File: config.mk
export PLATFORM = sky130hd
export DESIGN_NAME = timekeeper_mux
export DESIGN_NICKNAME = d
export VERILOG_FILES = /design/src/rtl/clock_pkg.sv /design/src/rtl/mod_counter.sv /design/src/rtl/timekeeper_mux.sv
export SDC_FILE = /design/constraint.sdc
export NUM_CORES = 1
export LEC_CHECK = 0
export ABC_CLOCK_PERIOD_IN_PS = 6200
export BUFFER_PORTS_ARGS = -buffer_cell sky130_fd_sc_hd__buf_4
export CAP_MARGIN = 10
export CORE_ASPECT_RATIO = 0.7
export CORE_UTILIZATION = 45
export CTS_BUF_LIST = sky130_fd_sc_hd__clkbuf_4 sky130_fd_sc_hd__clkbuf_8
export CTS_CLUSTER_DIAMETER = 100
export CTS_CLUSTER_SIZE = 25
export DETAILED_ROUTE_END_ITERATION = 8
export PLACE_DENSITY = 0.68
export RECOVER_POWER = 50
export SLEW_MARGIN = 20
export SYNTH_ARGS = -nofsm -noshare
export SYNTH_HDL_FRONTEND = slang
export SYNTH_HIERARCHICAL = 1
export SYNTH_SLANG_ARGS = --single-unit
File: constraint.sdc
create_clock -name cp -period 6.2 [get_ports cp]
set_input_delay 1.24 -clock cp [delete_from_list [all_inputs] [get_ports cp]]
set_output_delay 1.24 -clock cp [all_outputs]
set_load 0.01 [all_outputs]
File: src/rtl/clock_pkg.sv
// Shared segment codes and BCD helpers for the HH:MM:SS timekeeper.
// Segment vectors are gfedcba with bit 0 = a, active-low.
package clock_pkg;

  localparam logic [6:0] SEG_0     = 7'b1000000;
  localparam logic [6:0] SEG_1     = 7'b1111001;
  localparam logic [6:0] SEG_2     = 7'b0100100;
  localparam logic [6:0] SEG_3     = 7'b0110000;
  localparam logic [6:0] SEG_4     = 7'b0011001;
  localparam logic [6:0] SEG_5     = 7'b0010010;
  localparam logic [6:0] SEG_6     = 7'b0000010;
  localparam logic [6:0] SEG_7     = 7'b1111000;
  localparam logic [6:0] SEG_8     = 7'b0000000;
  localparam logic [6:0] SEG_9     = 7'b0010000;
  localparam logic [6:0] SEG_BLANK = 7'b1111111;

  // {tens, ones} for 0..59
  function automatic logic [7:0] bin2bcd2(
    input logic [5:0] v
  );
    logic [5:0] t;
    logic [5:0] o;
    t = v / 6'd10;
    o = v - t * 6'd10;
    return {t[3:0], o[3:0]};
  endfunction

  function automatic logic [4:0] hour_12(
    input logic [4:0] h
  );
    logic [4:0] r;
    r = h;
    if (h == 5'd0)
      r = 5'd12;
    else if (h > 5'd12)
      r = h - 5'd12;
    return r;
  endfunction

  function automatic logic [6:0] seg7(
    input logic [3:0] d
  );
    logic [6:0] s;
    case (d)
      4'd0: s = SEG_0;
      4'd1: s = SEG_1;
      4'd2: s = SEG_2;
      4'd3: s = SEG_3;
      4'd4: s = SEG_4;
      4'd5: s = SEG_5;
      4'd6: s = SEG_6;
      4'd7: s = SEG_7;
      4'd8: s = SEG_8;
      4'd9: s = SEG_9;
      default: s = SEG_BLANK;
    endcase
    return s;
  endfunction

endpackage

File: src/rtl/mod_counter.sv
// Modulo-MOD up counter with a combinational wrap strobe.
// wrap flags the increment that returns the count to zero.
module mod_counter #(
  parameter int MOD = 60,
  parameter int W   = 6
) (
  input  logic         cp,
  input  logic         reset,
  input  logic         inc,
  output logic [W-1:0] q,
  output logic         wrap
);

  assign wrap = inc && (q == W'(MOD - 1));

  always_ff @(posedge cp) begin
    if (reset)
      q <= '0;
    else if (inc)
      q <= wrap ? '0 : q + W'(1);
  end

endmodule

File: src/rtl/timekeeper_mux.sv
// HH:MM:SS timekeeper with run/set modes, 12/24 h display,
// top-of-hour chime and a multiplexed 7-segment scan driver.
module timekeeper_mux
  import clock_pkg::*;
#(
  parameter int TICK_DIV   = 100_000_000,
  parameter int SCAN_DIV   = 65536,
  parameter int DIGITS     = 8,
  parameter int CHIME_SECS = 5
) (
  input  logic              cp,
  input  logic              reset,
  input  logic              run,
  input  logic              sec_inc,
  input  logic              min_inc,
  input  logic              hour_inc,
  input  logic              mode_12h,
  output logic [DIGITS-1:0] which_led,
  output logic [6:0]        led_display,
  output logic              pm,
  output logic              chime
);

  localparam int TW = $clog2(TICK_DIV);
  localparam int SW = $clog2(SCAN_DIV + 1);
  localparam int IW = $clog2(DIGITS);
  localparam int CW = $clog2(CHIME_SECS + 1);

  logic [TW-1:0] div;
  logic          tick;

  assign tick = run && (div == TW'(TICK_DIV - 1));

  always_ff @(posedge cp) begin
    if (reset || !run || tick)
      div <= '0;
    else
      div <= div + TW'(1);
  end

  // Edge register tracks the inputs even in reset and run mode,
  // so a level held across either never looks like a fresh press.
  logic [2:0] prev;
  logic [2:0] edges;

  always_ff @(posedge cp) begin
    prev <= {hour_inc, min_inc, sec_inc};
  end

  assign edges = {hour_inc, min_inc, sec_inc} & ~prev;

  logic [5:0] sec_q;
  logic [5:0] min_q;
  logic [4:0] hour_q;
  logic       sec_wrap;
  logic       min_wrap;
  logic       sec_en;
  logic       min_en;
  logic       hour_en;

  assign sec_en  = run ? tick     : edges[0];
  assign min_en  = run ? sec_wrap : edges[1];
  assign hour_en = run ? min_wrap : edges[2];

  mod_counter #(.MOD(60), .W(6)) u_sec (
    .cp    (cp),
    .reset (reset),
    .inc   (sec_en),
    .q     (sec_q),
    .wrap  (sec_wrap)
  );

  mod_counter #(.MOD(60), .W(6)) u_min (
    .cp    (cp),
    .reset (reset),
    .inc   (min_en),
    .q     (min_q),
    .wrap  (min_wrap)
  );

  mod_counter #(.MOD(24), .W(5)) u_hour (
    .cp    (cp),
    .reset (reset),
    .inc   (hour_en),
    .q     (hour_q),
    .wrap  ()
  );

  logic [CW-1:0] chime_cnt;

  // In run mode min_wrap implies a tick that lands on MM:SS = 00:00
  always_ff @(posedge cp) begin
    if (reset || !run) begin
      chime     <= 1'b0;
      chime_cnt <= '0;
    end else if (min_wrap) begin
      chime     <= 1'b1;
      chime_cnt <= '0;
    end else if (chime && tick) begin
      if (chime_cnt == CW'(CHIME_SECS - 1))
        chime <= 1'b0;
      else
        chime_cnt <= chime_cnt + CW'(1);
    end
  end

  logic [SW-1:0] scan_cnt;
  logic [IW-1:0] idx;

  always_ff @(posedge cp) begin
    if (reset) begin
      scan_cnt <= '0;
      idx      <= '0;
    end else if (scan_cnt == SW'(SCAN_DIV - 1)) begin
      scan_cnt <= '0;
      idx      <= (idx == IW'(DIGITS - 1)) ? '0 : idx + IW'(1);
    end else begin
      scan_cnt <= scan_cnt + SW'(1);
    end
  end

  logic [4:0] hour_disp;
  logic [7:0] sec_bcd;
  logic [7:0] min_bcd;
  logic [7:0] hour_bcd;
  logic [3:0] nib;
  logic       blank;
  logic [6:0] seg;

  always_comb begin
    hour_disp = mode_12h ? hour_12(hour_q) : hour_q;
    sec_bcd   = bin2bcd2(sec_q);
    min_bcd   = bin2bcd2(min_q);
    hour_bcd  = bin2bcd2({1'b0, hour_disp});
    nib       = 4'd0;
    blank     = 1'b0;
    unique case (idx)
      IW'(0):  nib = sec_bcd[3:0];
      IW'(1):  nib = sec_bcd[7:4];
      IW'(2):  nib = min_bcd[3:0];
      IW'(3):  nib = min_bcd[7:4];
      IW'(4):  nib = hour_bcd[3:0];
      IW'(5):  nib = hour_bcd[7:4];
      default: blank = 1'b1;
    endcase
    seg = blank ? SEG_BLANK : seg7(nib);
  end

  always_ff @(posedge cp) begin
    if (reset) begin
      which_led   <= '1;
      led_display <= SEG_BLANK;
    end else begin
      which_led   <= ~(DIGITS'(1) << idx);
      led_display <= seg;
    end
  end

  assign pm = (hour_q >= 5'd12);

endmodule

# Yosys cells after proc, flatten, opt, wreduce, memory -nomap -nowiden
# Memory sizes are Yosys's and may differ from the RTL's. A register that Yosys moved wholly into a read port is not among the register bits.
# Index checks and enable logic that the tools add are counted.
# word_totals
latch_bits	0
mem_bits_ro	112
n_memories	1
register_bits	79
mem_bits_rw	0
out_inout_bits	17
input_bits	7
elab_cells	80
# memory_table
memory	depth	width	rd	rd_clocked_by_memory_dff	write_ports	line	text
(no name shown)	16	7	1	1	0	clock_pkg.sv:44	case (d)
# op_classes
n_addsub	11
n_mux	14
bitwise_logic	5
shifts	1
multipliers	3
n_lt_le_gt_ge	2
eq_ne	12
div	3
n_reduce_logical	18
# op_table
cell	count
27-bit by 1-bit adder with 27-bit output, second input constant	1
27-bit equality test, second input constant	1
4-bit one-hot mux with 6 select lines	1
5-bit two-way mux	4
6-bit by 3-bit multiplier with 3-bit output, second input constant	3
17-bit by 1-bit adder with 17-bit output, second input constant	1
17-bit by 16-bit equality test with 1-bit output, second input constant	1
6-bit by 1-bit adder with 6-bit output, second input constant	2
6-bit by 4-bit divider with 6-bit output, second input constant	2
3-bit equality test, second input constant	4
6-bit equality test, second input constant	2
6-bit two-way mux	2
4-bit subtractor	3
8-bit NOT	1
1-bit by 3-bit << shifter with 8-bit output, first input constant	1
3-bit by 1-bit adder with 3-bit output, second input constant	2
5-bit by 4-bit divider with 6-bit output, second input constant	1
3-bit by 2-bit equality test with 1-bit output, second input constant	2
1-bit two-way mux	6
2-bit OR reduction	3
6-bit OR reduction	1
5-bit by 1-bit adder with 5-bit output, second input constant	1
5-bit equality test, second input constant	1
5-bit by 4-bit greater-or-equal comparator with 1-bit output, second input constant	1
other kinds (14)	22

# Depth between registers and ports, before layout
# depth
word_depth	9
depth_mapped	19
depth_no_buf	19

# Modules after synthesis
# Netlist, hierarchy kept.
# modules_own_cells
module	area_per_inst_um2	instances	seq_area_each_um2	cells_each
timekeeper_mux	3848.7	1	1381.3	443
mod_counter at u_min ...	264.0	2	120.1	29
mod_counter at u_hour	217.7	1	100.1	23

# Worst setup path before layout
# No wires, ideal clock.
# synth_timing
path_kind	input port to flip-flop
start	in mode_12h
end	reg led_display[4]
stages	17
setup_time_ns	0.136
required_time_ns	6.064
path_slack_ns	1.356
arrival_time_ns	4.708
n_path_buf	2
path_cell_list	buf_4 inv_1 o311ai_0 o211ai_1 o21ai_0 ha_1 a22o_2 mux2_2 inv_1 ha_1 inv_1 fa_1 a311oi_1 buf_2 o2111ai_1 a211oi_1 o21ai_1
# synth_via
elab_chain_len	5
# synth_lines
element	line	text
start: declaration	timekeeper_mux.sv:17	input logic mode_12h,
5-bit two-way mux *	timekeeper_mux.sv:131	hour_disp = mode_12h ? hour_12(hour_q) : hour_q;
5-bit by 4-bit divider with 6-bit output	clock_pkg.sv:23	t = v / 6'd10;
6-bit by 3-bit multiplier with 3-bit output	clock_pkg.sv:24	o = v - t * 6'd10;
4-bit subtractor	clock_pkg.sv:24	
4-bit one-hot mux with 6 select lines *	timekeeper_mux.sv:137	unique case (idx)
end: declaration	timekeeper_mux.sv:19	output logic [6:0] led_display,
# Every way passes the cells marked *; elsewhere a longest branch is shown, timed or not.
# A chain may end at the register's enable or synchronous reset.

# Worst setup path in the final report
# layout_timing
start	in mode_12h
end	reg led_display[6]
# The elaborated chain is that of the path after synthesis.

==> summary.txt <==
Routing
  – DRT Pass-1 Iters: 5
  – WL final: 8860 um
  – DRT antenna net count: 0
  – Routed vias/inst: approximately 5.3
  – DRC viols: 0
  – Iter 0 DRT Violations: approximately 260
  – Routed len/inst: between 10 and 15 um
  – Via count: 3577

Logic synthesis
  – Mapped Cells: roughly 520
  – Mapped Nets: between 500 and 600
  – Post-Syn Area: 4594 sq um
  – #FFs+latches synth: 86
  – Yosys cell types: 67
  – Ys async rst share: 0
  – Syn_area_per_cell: 8.768 sq um
  – Seq/Total Area, Yosys: 0.3747
  – Ys Warns: 6
  – EDFF count, synth: 0
  – Dominant synthesized flop cell: dfxtp_1

Placed design
  – RePlAce Congestion: approximately 0.84
  – Post-DP HPWL: 6448 um
  – Pre-CTS setup slack: around 1200 ps
  – Port bufs: 23

Setup path
  – Crit path max-delay cell type: fa_1
  – CP most frequent cell: inv_1
  – Critical Path AT: 4910 ps
  – CP max stage delay: between 400 and 500 ps
  – CP max FO: 12
  – Crit-path cells: buf_4 -> inv_1 -> o311ai_0 -> o211ai_1 -> o21ai_0 -> ha_1 -> a22o_2 -> mux2_2 -> inv_1 -> ha_1 -> inv_1 -> fa_1 -> a311oi_1 -> buf_4 -> nor2b_1 -> nor4bb_1 -> o21ai_1
  – CP delay by family, top: compound AO/OA/AOI/OAI gates
  – Worst Path Buf+Inv: 5
  – CP endpoint kind: flop
  – CP startpoint kind: input pin
  – Critical path class: input pin to flop
  – CP required: 6430 ps

Clocking
  – CTS Hold Buffers Added: 0
  – Worst-skew pair later-pin latency: roughly 360 ps
  – Post-CTS Resized: 0
  – Clock buffer depth: 2
  – Post-CTS setup buffer count: 0
  – CTS Buf Count: 9
  – Clock-pin slew on the worst setup and hold paths: about 90 ps
  – Clk sinks: 86
  – CTS tree: yes
  – CTS H-tree lvls: 3
  – Clock Root Buffer: clkbuf_8

Floorplan
  – Initial core utilization: 0.4690
  – # IOs: 24
  – Die area: 10620 sq um
  – Core area: around 10000 sq um
  – Die W: about 120 um
  – Row count: 30
  – Die Y: 86.54 um

Cells and area
  – Util after Layout: 0.5128
  – Multi-input logic area: about 2700 sq um
  – Area growth syn-to-layout: 9.341%
  – Commonest cells after routing, fill and taps aside: dfxtp_1 (86), nor2_1 (64), nand2_1 (43), inv_1 (29), ha_1 (27)
  – Nets: slightly below 600
  – Ant. Diodes: 0
  – Sequential standard cell area: about 1700 sq um
  – Share of layout cells above drive strength 1: 0.1014
  – Commonest non-fill, non-tap cell in the layout: dfxtp_1
  – FILL cells: about 910

Timing
  – Count of final hold-check violations: 0
  – Slew HR: 0.03500
  – Final hold slack: between 400 and 500 ps
  – Fmax: ~0.21 GHz
  – Post-layout min period: between 4000 and 5000 ps
  – Slew @ Worst Pin: roughly 1400 ps
  – Setup Viol. Count Final: 0
  – Final worst setup slack: 1524 ps
  – Clock Skews: 8.658 ps
  – Crit share post-route: 0.7542
  – Final Slew Violations: 0
  – Setup Total Neg Slack: 0 ps
  – RSZ-0062 raised after global routing: no

Power and ir drop
  – Pwr/cell area: ~210 nW/um^2
  – Pleak: about 0.0018 uW
  – Worst VDD drop: 160.2 uV

Global routing
  – First-pass GRT wire length: 14850 um
  – Largest net degree at the start of global routing: 35
  – Vias in the first global route: between 3000 and 4000
  – Initial antenna violation count: 0
  – Tot GR Track Use: 0.1797
  – Total grt overflow: 0

Outcome
  – Status: completed

Min path
  – Hold/Removal Path Class: flop to flop

Job
  – Max-cap viol count: 0
worst reg2reg max path: stages, from the launching register on:
cell and delay, ps:
dfxtp_1 450, ha_1 310, nor3b_2 190, o311ai_0 290, o211ai_1 260, o21ai_0 380
ha_1 320, a22o_2 260, mux2_2 280, inv_1 80, ha_1 140, inv_1 40
fa_1 430, a311oi_1 280, buf_4 240, nor2b_1 90, nor4bb_1 310, o21ai_1 80
layer usage:
metal  routed length (um)  global-route usage
met5                    0                   0
met4                   82             0.05987
met3                  377             0.05263
met2                 3776              0.2543
met1                 4623              0.2583
through the flow:
step	instance area, sq um	cells	power, uW
after floorplan	4594	524	610.0
after global placement	4872	665	625.0
after detailed placement	4872	665	626.4
after CTS	5099	680	1074
after global routing	5024	680	1104
final	5024	680	1053
cells in the mapped netlist (all sizes together), types with 8 or more instances:
| library cell | count | area (sq um) |
|---|---|---|
| dfxtp | 86 | 1722 |
| nor2 | 64 | 240.2 |
| nand2 | 44 | 167.7 |
| inv | 29 | 108.9 |
| ha | 27 | 337.8 |
| xor2 | 26 | 227.7 |
| nand3 | 25 | 140.1 |
| a21oi | 23 | 118.9 |
| o21ai | 23 | 122.6 |
| xnor2 | 18 | 157.7 |
| nand2b | 16 | 100.1 |
| nor3 | 15 | 75.07 |
| nand4 | 12 | 90.09 |
| mux2i | 8 | 80.08 |
| or3 | 8 | 50.05 |
registers in the layout, summed over array words and instances, names as in the netlist:
name / cells
idx: 3
chime_cnt: 3
u_sec/q: 6
u_min/q: 6
scan_cnt: 17
which_led: 8
chime: 1
u_hour/q: 5
prev: 3
led_display: 7
div: 27
power breakdown:
part | total, uW | switching (uW) | internal, uW
sequential | 565 | 5.76 | 560
clock | 444 | 193 | 251
combinational | 43.7 | 27.0 | 16.7
worst paths after layout:
path                                   from             end  slack [ps]  cells after the start
worst min-delay path            scan_cnt[0]     scan_cnt[0]         440                      1
worst max-delay path               mode_12h  led_display[6]        1520                     17
worst min register to register  scan_cnt[0]     scan_cnt[0]         440                      1
worst max register to register  u_hour/q[2]  led_display[6]        1650                     17
layout make-up:
| class | count | area share |
|---|---|---|
| clock inverters | 3 | 0.01345 |
| flip-flops and latches | 86 | 0.3427 |
| clock buffers | 12 | 0.03163 |
| multi-input cells | 397 | 0.5362 |
| well taps | 128 | 0.03188 |
| repair buffers | 25 | 0.02242 |
| inverters | 29 | 0.02167 |
kinds of logic (layout without fill, tap and decap cells):
| logic type | after synthesis | count (layout) | share of synthesized area |
|---|---|---|---|
| adder cells (fa/ha/maj) | 30 | 30 | 0.08660 |
| buffers and inverters | 41 | 69 | 0.03894 |
| multiplexers | 10 | 10 | 0.02315 |
| AND/OR/NAND/NOR | 229 | 229 | 0.2647 |
| flip-flops | 86 | 86 | 0.3747 |
| XOR/XNOR | 44 | 44 | 0.08388 |
| AO/OA/AOI/OAI | 84 | 84 | 0.1280 |
No activity file was read; power rests on OpenSTA's default activity.
